File: src/rtl/can_pkg.sv
// can_pkg
// Shared CAN definitions: the transmit-side interframe FSM state type,
// bus level constants and the default interframe field lengths.
package can_pkg;

    typedef enum logic [2:0] {
        ST_IDLE,
        ST_FRAME,
        ST_INTERMISSION,
        ST_OVL_FLAG,
        ST_OVL_WAIT,
        ST_OVL_DELIM
    } ifs_tx_state_t;

    localparam logic CAN_DOMINANT  = 1'b0;
    localparam logic CAN_RECESSIVE = 1'b1;

    localparam int DEF_INTERMISSION_BITS = 3;
    localparam int DEF_OVL_FLAG_BITS     = 6;
    localparam int DEF_OVL_DELIM_BITS    = 8;

endpackage

File: src/rtl/interframe_tx.sv
// interframe_tx
// Times the intermission after each CAN frame, generates overload frames
// (flag + delimiter) and hands the transmitter its SOF slot.
//
// Ports:
//   clock, nReset    system clock, asynchronous active-low reset
//   samplePoint      one-cycle pulse per bit time, qualifies all bit actions
//   canRX            sampled bus level (0 = dominant)
//   frameEnd         pulse at the end of the last EOF bit, accepted any cycle
//   overloadReq      local receiver asks for an overload delay
//   txPending        a frame is queued for transmission
//   canTX            registered bus drive (1 = recessive)
//   txGrant          pulse: transmitter owns the next bit as SOF
//   rxStart          pulse: SOF of another node detected
//   busIdle          high while in IDLE
//   overloadActive   high during overload flag, wait and delimiter
//   bitError         pulse on flag mismatch, delimiter error or timeout
//
// state           | meaning
// ----------------+-------------------------------------------------------
// ST_IDLE         | bus idle, waiting for local or remote SOF
// ST_FRAME        | a frame is on the bus, waiting for frameEnd
// ST_INTERMISSION | counting intermission bits, watching for overloads
// ST_OVL_FLAG     | driving the dominant overload flag
// ST_OVL_WAIT     | recessive drive, waiting for other nodes' flags to end
// ST_OVL_DELIM    | counting the recessive overload delimiter
module interframe_tx
    import can_pkg::*;
#(
    parameter int INTERMISSION_BITS = DEF_INTERMISSION_BITS,
    parameter int OVL_FLAG_BITS     = DEF_OVL_FLAG_BITS,
    parameter int OVL_DELIM_BITS    = DEF_OVL_DELIM_BITS,
    parameter int MAX_OVERLOADS     = 2,
    parameter int DELIM_TIMEOUT     = 16
) (
    input  logic clock,
    input  logic nReset,
    input  logic samplePoint,
    input  logic canRX,
    input  logic frameEnd,
    input  logic overloadReq,
    input  logic txPending,
    output logic canTX,
    output logic txGrant,
    output logic rxStart,
    output logic busIdle,
    output logic overloadActive,
    output logic bitError
);

    localparam int CW = $clog2(DELIM_TIMEOUT + 1);

    // Counter values at which the corresponding field's last bit is sampled.
    localparam logic [CW-1:0] IFS_LAST   = CW'(INTERMISSION_BITS - 1);
    localparam logic [CW-1:0] FLAG_LAST  = CW'(OVL_FLAG_BITS - 1);
    localparam logic [CW-1:0] DELIM_LAST = CW'(OVL_DELIM_BITS - 1);
    localparam logic [CW-1:0] WAIT_LAST  = CW'(DELIM_TIMEOUT - 1);
    localparam logic [CW-1:0] OVL_MAX    = CW'(MAX_OVERLOADS);

    ifs_tx_state_t state;
    logic [CW-1:0] bitCnt;
    logic [CW-1:0] ovlCount;
    logic          busOvl;
    logic          selfOvl;

    function automatic logic [CW-1:0] sat_inc(input logic [CW-1:0] x);
        return (x == {CW{1'b1}}) ? x : x + 1'b1;
    endfunction

    // Dominant in the first two intermission bits always forces an overload;
    // a local request is honoured only while the consecutive budget lasts.
    assign busOvl  = (canRX == CAN_DOMINANT) && (bitCnt < CW'(2)) && (bitCnt < IFS_LAST);
    assign selfOvl = overloadReq && (ovlCount < OVL_MAX);

    always_ff @(posedge clock or negedge nReset) begin
        if (!nReset) begin
            state          <= ST_IDLE;
            bitCnt         <= '0;
            ovlCount       <= '0;
            canTX          <= CAN_RECESSIVE;
            txGrant        <= 1'b0;
            rxStart        <= 1'b0;
            busIdle        <= 1'b1;
            overloadActive <= 1'b0;
            bitError       <= 1'b0;
        end else begin
            txGrant  <= 1'b0;
            rxStart  <= 1'b0;
            bitError <= 1'b0;
            case (state)
                ST_IDLE: begin
                    if (samplePoint) begin
                        if (txPending) begin
                            txGrant <= 1'b1;
                            busIdle <= 1'b0;
                            state   <= ST_FRAME;
                        end else if (canRX == CAN_DOMINANT) begin
                            rxStart <= 1'b1;
                            busIdle <= 1'b0;
                            state   <= ST_FRAME;
                        end
                    end
                end
                ST_FRAME: begin
                    // A coincident sample point is not counted as an
                    // elapsed intermission bit.
                    if (frameEnd) begin
                        bitCnt <= '0;
                        state  <= ST_INTERMISSION;
                    end
                end
                ST_INTERMISSION: begin
                    if (samplePoint) begin
                        if (busOvl || selfOvl) begin
                            if (selfOvl) ovlCount <= sat_inc(ovlCount);
                            bitCnt         <= '0;
                            canTX          <= CAN_DOMINANT;
                            overloadActive <= 1'b1;
                            state          <= ST_OVL_FLAG;
                        end else if (bitCnt >= IFS_LAST) begin
                            bitCnt <= '0;
                            if (canRX == CAN_DOMINANT) begin
                                rxStart <= 1'b1;
                                state   <= ST_FRAME;
                            end else if (txPending) begin
                                txGrant  <= 1'b1;
                                ovlCount <= '0;
                                state    <= ST_FRAME;
                            end else begin
                                ovlCount <= '0;
                                busIdle  <= 1'b1;
                                state    <= ST_IDLE;
                            end
                        end else begin
                            bitCnt <= sat_inc(bitCnt);
                        end
                    end
                end
                ST_OVL_FLAG: begin
                    if (samplePoint) begin
                        if (canRX == CAN_RECESSIVE) begin
                            bitError       <= 1'b1;
                            bitCnt         <= '0;
                            ovlCount       <= '0;
                            canTX          <= CAN_RECESSIVE;
                            overloadActive <= 1'b0;
                            busIdle        <= 1'b1;
                            state          <= ST_IDLE;
                        end else if (bitCnt >= FLAG_LAST) begin
                            bitCnt <= '0;
                            canTX  <= CAN_RECESSIVE;
                            state  <= ST_OVL_WAIT;
                        end else begin
                            bitCnt <= sat_inc(bitCnt);
                        end
                    end
                end
                ST_OVL_WAIT: begin
                    if (samplePoint) begin
                        if (canRX == CAN_RECESSIVE) begin
                            // This recessive bit is the first delimiter bit.
                            bitCnt <= CW'(1);
                            state  <= ST_OVL_DELIM;
                        end else if (bitCnt >= WAIT_LAST) begin
                            bitError       <= 1'b1;
                            bitCnt         <= '0;
                            ovlCount       <= '0;
                            overloadActive <= 1'b0;
                            busIdle        <= 1'b1;
                            state          <= ST_IDLE;
                        end else begin
                            bitCnt <= sat_inc(bitCnt);
                        end
                    end
                end
                ST_OVL_DELIM: begin
                    if (samplePoint) begin
                        if (canRX == CAN_DOMINANT) begin
                            bitError       <= 1'b1;
                            bitCnt         <= '0;
                            ovlCount       <= '0;
                            overloadActive <= 1'b0;
                            busIdle        <= 1'b1;
                            state          <= ST_IDLE;
                        end else if (bitCnt >= DELIM_LAST) begin
                            bitCnt         <= '0;
                            overloadActive <= 1'b0;
                            state          <= ST_INTERMISSION;
                        end else begin
                            bitCnt <= sat_inc(bitCnt);
                        end
                    end
                end
                default: begin
                    bitCnt         <= '0;
                    canTX          <= CAN_RECESSIVE;
                    overloadActive <= 1'b0;
                    busIdle        <= 1'b1;
                    state          <= ST_IDLE;
                end
            endcase
        end
    end

endmodule

File: config.mk
export PLATFORM = sky130hd
export DESIGN_NAME = interframe_tx
export DESIGN_NICKNAME = d
export VERILOG_FILES = /design/src/rtl/can_pkg.sv /design/src/rtl/interframe_tx.sv
export SDC_FILE = /design/constraint.sdc
export NUM_CORES = 1
export LEC_CHECK = 0
export ABC_AREA = 1
export ABC_CLOCK_PERIOD_IN_PS = 3600
export CORE_MARGIN = 4
export CORE_UTILIZATION = 32
export DETAILED_ROUTE_END_ITERATION = 10
export GPL_TIMING_DRIVEN = 0
export PLACE_DENSITY = 0.54
export SLEW_MARGIN = 10
export SYNTH_ARGS = -nofsm -noshare
export SYNTH_HDL_FRONTEND = slang
export SYNTH_SLANG_ARGS = --single-unit
export TNS_END_PERCENT = 5
File: constraint.sdc
create_clock -name clock -period 3.6 [get_ports clock]
set_input_delay 0.72 -clock clock [delete_from_list [all_inputs] [get_ports clock]]
set_output_delay 0.72 -clock clock [all_outputs]
set_load 0.03 [all_outputs]
==> impl_metrics.yaml <==
clock_network:
  cts_buffer_depth: 2
  insertion_delay_ns: 0.25
  cts_sinks: 19
  cts-root-buf: "clkbuf_8"
  htreeDepth: 1
  cts.repair.resized: 0
  clk_pin_slew_ns: 0.07
  post_cts_buffers: 0
  cts_made_buffers: 3
  cts_hold_buf: 0
  cts_tree: "yes"
detailed_routing:
  drtIter0Drc: 108
  wl_um: 3720
  vias: 1493
  drt_first_pass_iters: 4
  drtAntennaViolNets: 0
  wl_per_cell_um: 12.2
  drc_errors: 0
  vias_per_cell: 4.88
placement:
  gp_congestion: 0.886
  place_ws_ns: 1.19
  place_area_um2: 1680
  io_buffer_count: 11
  hpwl_um: 2920
sta:
  fmax_mhz: 461
  hold_viol: 0
  fin_ws_ns: 1.43
  drv_slew: 0
  holdWs_ns: 0.465
  maxSlewHeadroom: 0.395
  tightestPinTransition_ns: 0.904
  skew_ns: 0.00447
  finalSetupViolCount: 0
  rsz0062_at_grt: "false"
  fin_crit_sh: 0.603
  period_minus_slack_ns: 2.17
  fin_setup_tns_ns: 0
final_layout:
  drive_gt1_frac: 0.0669
  regArea_um2: 478
  nFillCells: 493
  diodes: 0
  final_nets: 270
  mostFrequentLayoutCells: "nand2_1 (80), nor2_1 (33), inv_1 (29)"
  area_delta_synth_final_pct: 14.7
  final_common_cell: "nand2_1"
  multi_input_area_um2: 897
  postLayoutCellArea_um2: 1720
logic_synthesis:
  ys_ff_latch: 19
  syn_area_um2: 1500
  synth_nets: 254
  avgSynthCellArea_um2: 6.29
  yosysSeqAreaShare: 0.318
  yosys_warnings: 0
  synth_cells: 239
  yosysUniqueCellTypes: 23
floorplan:
  initial_core_util: 0.338
  design.core.area_um2: 4440
  dieWidth_um: 76.5
  num_rows: 24
  ios: 13
  die_h_um: 76.5
  dieArea_um2: 5860
run:
  maxCapViolCount: 0
critical_path:
  cp_max_fo: 2
  critPathKind: "reg -> out"
  path_depth: 1
  cp.arrival_ns: 1.45
  path_buf_inv: 1
  critical_path.startpoint_type: "flop"
  endpoint_kind: "output port"
  reg2reg_depth: 10
  reg2reg_from: "bitCnt[0]"
  crit_slowest_cell: "clkdlybuf4s50_1"
  slowest_delay_ns: 0.66
  reg2reg_to: "ovlCount[1]"
  crit_chain: "clkdlybuf4s50_1"
  reg2reg_slack_ns: 1.73
  crit_family: "buffers and inverters"
  cp-endpoint: "busIdle"
  critPathRequiredTime_ns: 2.88
  cp-startpoint: "busIdle"
global_routing:
  grt_overflow: 0
  grt_usage: 0.133
  grt_pass1_wl_um: 6500
  antenna_found_initial: 0
  grt_max_degree: 20
  grt_pass1_vias: 1414
pwr:
  p_total_uw: 1350
  p_per_area_nw_per_um2: 785
  ir_drop_v: 0.000241
  power.leakage_uw: 0.000943
hold_path:
  hp-class: "reg -> reg"
outcome:
  run_status: "completed"
[report_power, final]
group	total [uW]	switching [uW]	internal, uW
Combinational	830	546	285
Clock	148	69.1	78.6
Sequential	375	81.3	293
Total	1350	696	657
[final cells by class]
cell class              count  share of cell area
multi-input cells         187               0.521
flip-flops and latches     19               0.277
inverters                  32              0.0697
repair buffers             11              0.0639
well taps                  52              0.0378
clock buffers               4              0.0261
plain buffers               1             0.00436
[per-stage QoR]
stage	utilization	std cells
2_1_floorplan	-	239
3_3_place_gp	0.378	302
3_5_place_dp	0.378	302
4_1_cts	0.388	306
5_1_grt	0.388	306
6_report	0.388	306
[Yosys cell counts]
| library cell | count | area share |
|---|---|---|
| nand3b_1 | 2 | 0.010 |
| nand3_2 | 1 | 0.0067 |
| dfstp_2 | 2 | 0.035 |
| nor2_2 | 3 | 0.012 |
| dfrtp_1 | 17 | 0.28 |
| a21oi_1 | 4 | 0.013 |
| inv_1 | 29 | 0.072 |
| ha_1 | 8 | 0.067 |
| o21ai_0 | 15 | 0.050 |
| xor2_1 | 2 | 0.012 |
| o22ai_1 | 3 | 0.012 |
| nor2_1 | 33 | 0.082 |
| nor3_2 | 1 | 0.0067 |
| or2_2 | 1 | 0.0042 |
| nand4_1 | 4 | 0.017 |
| nand2_2 | 2 | 0.0083 |
| buf_4 | 1 | 0.0050 |
| nand3_1 | 25 | 0.083 |
| inv_2 | 3 | 0.0075 |
| a31oi_1 | 1 | 0.0042 |
| a211oi_1 | 1 | 0.0050 |
| nand2_1 | 80 | 0.20 |
| nor3_1 | 1 | 0.0033 |
[cell families (layout without fill, tap and decap cells)]
kind of cell,Yosys count,after routing,share of synthesized area
AND/OR/NAND/NOR,153,153,0.434
buffers and inverters,33,48,0.0849
XOR/XNOR,2,2,0.0117
AO/OA/AOI/OAI,24,24,0.0849
adder cells (fa/ha/maj),8,8,0.0666
flip-flops,19,19,0.318
[routing by layer]
layer	vias up	GRT usage	wire, um
met5	-	0	0
li1	789	-	-
met1	675	0.192	1870
met3	2	0.0272	192
met4	0	0.0308	25
met2	27	0.202	1640
[state kept, by name, summed over array words and instances (netlist names)]
name,count
bitCnt,5
ovlCount,5
state,3
bitError,1
busIdle,1
canTX,1
overloadActive,1
rxStart,1
txGrant,1
[how the worst min path moves through the flow]
stage	cells after the start	start	endpoint
CTS	2	busIdle	busIdle
global route	2	busIdle	busIdle
detailed placement	2	busIdle	busIdle
floorplan	0	nReset	bitCnt[0]
global placement	2	overloadActive	overloadActive
finish	2	busIdle	busIdle
Note: power is estimated with default switching activity, not from simulation.
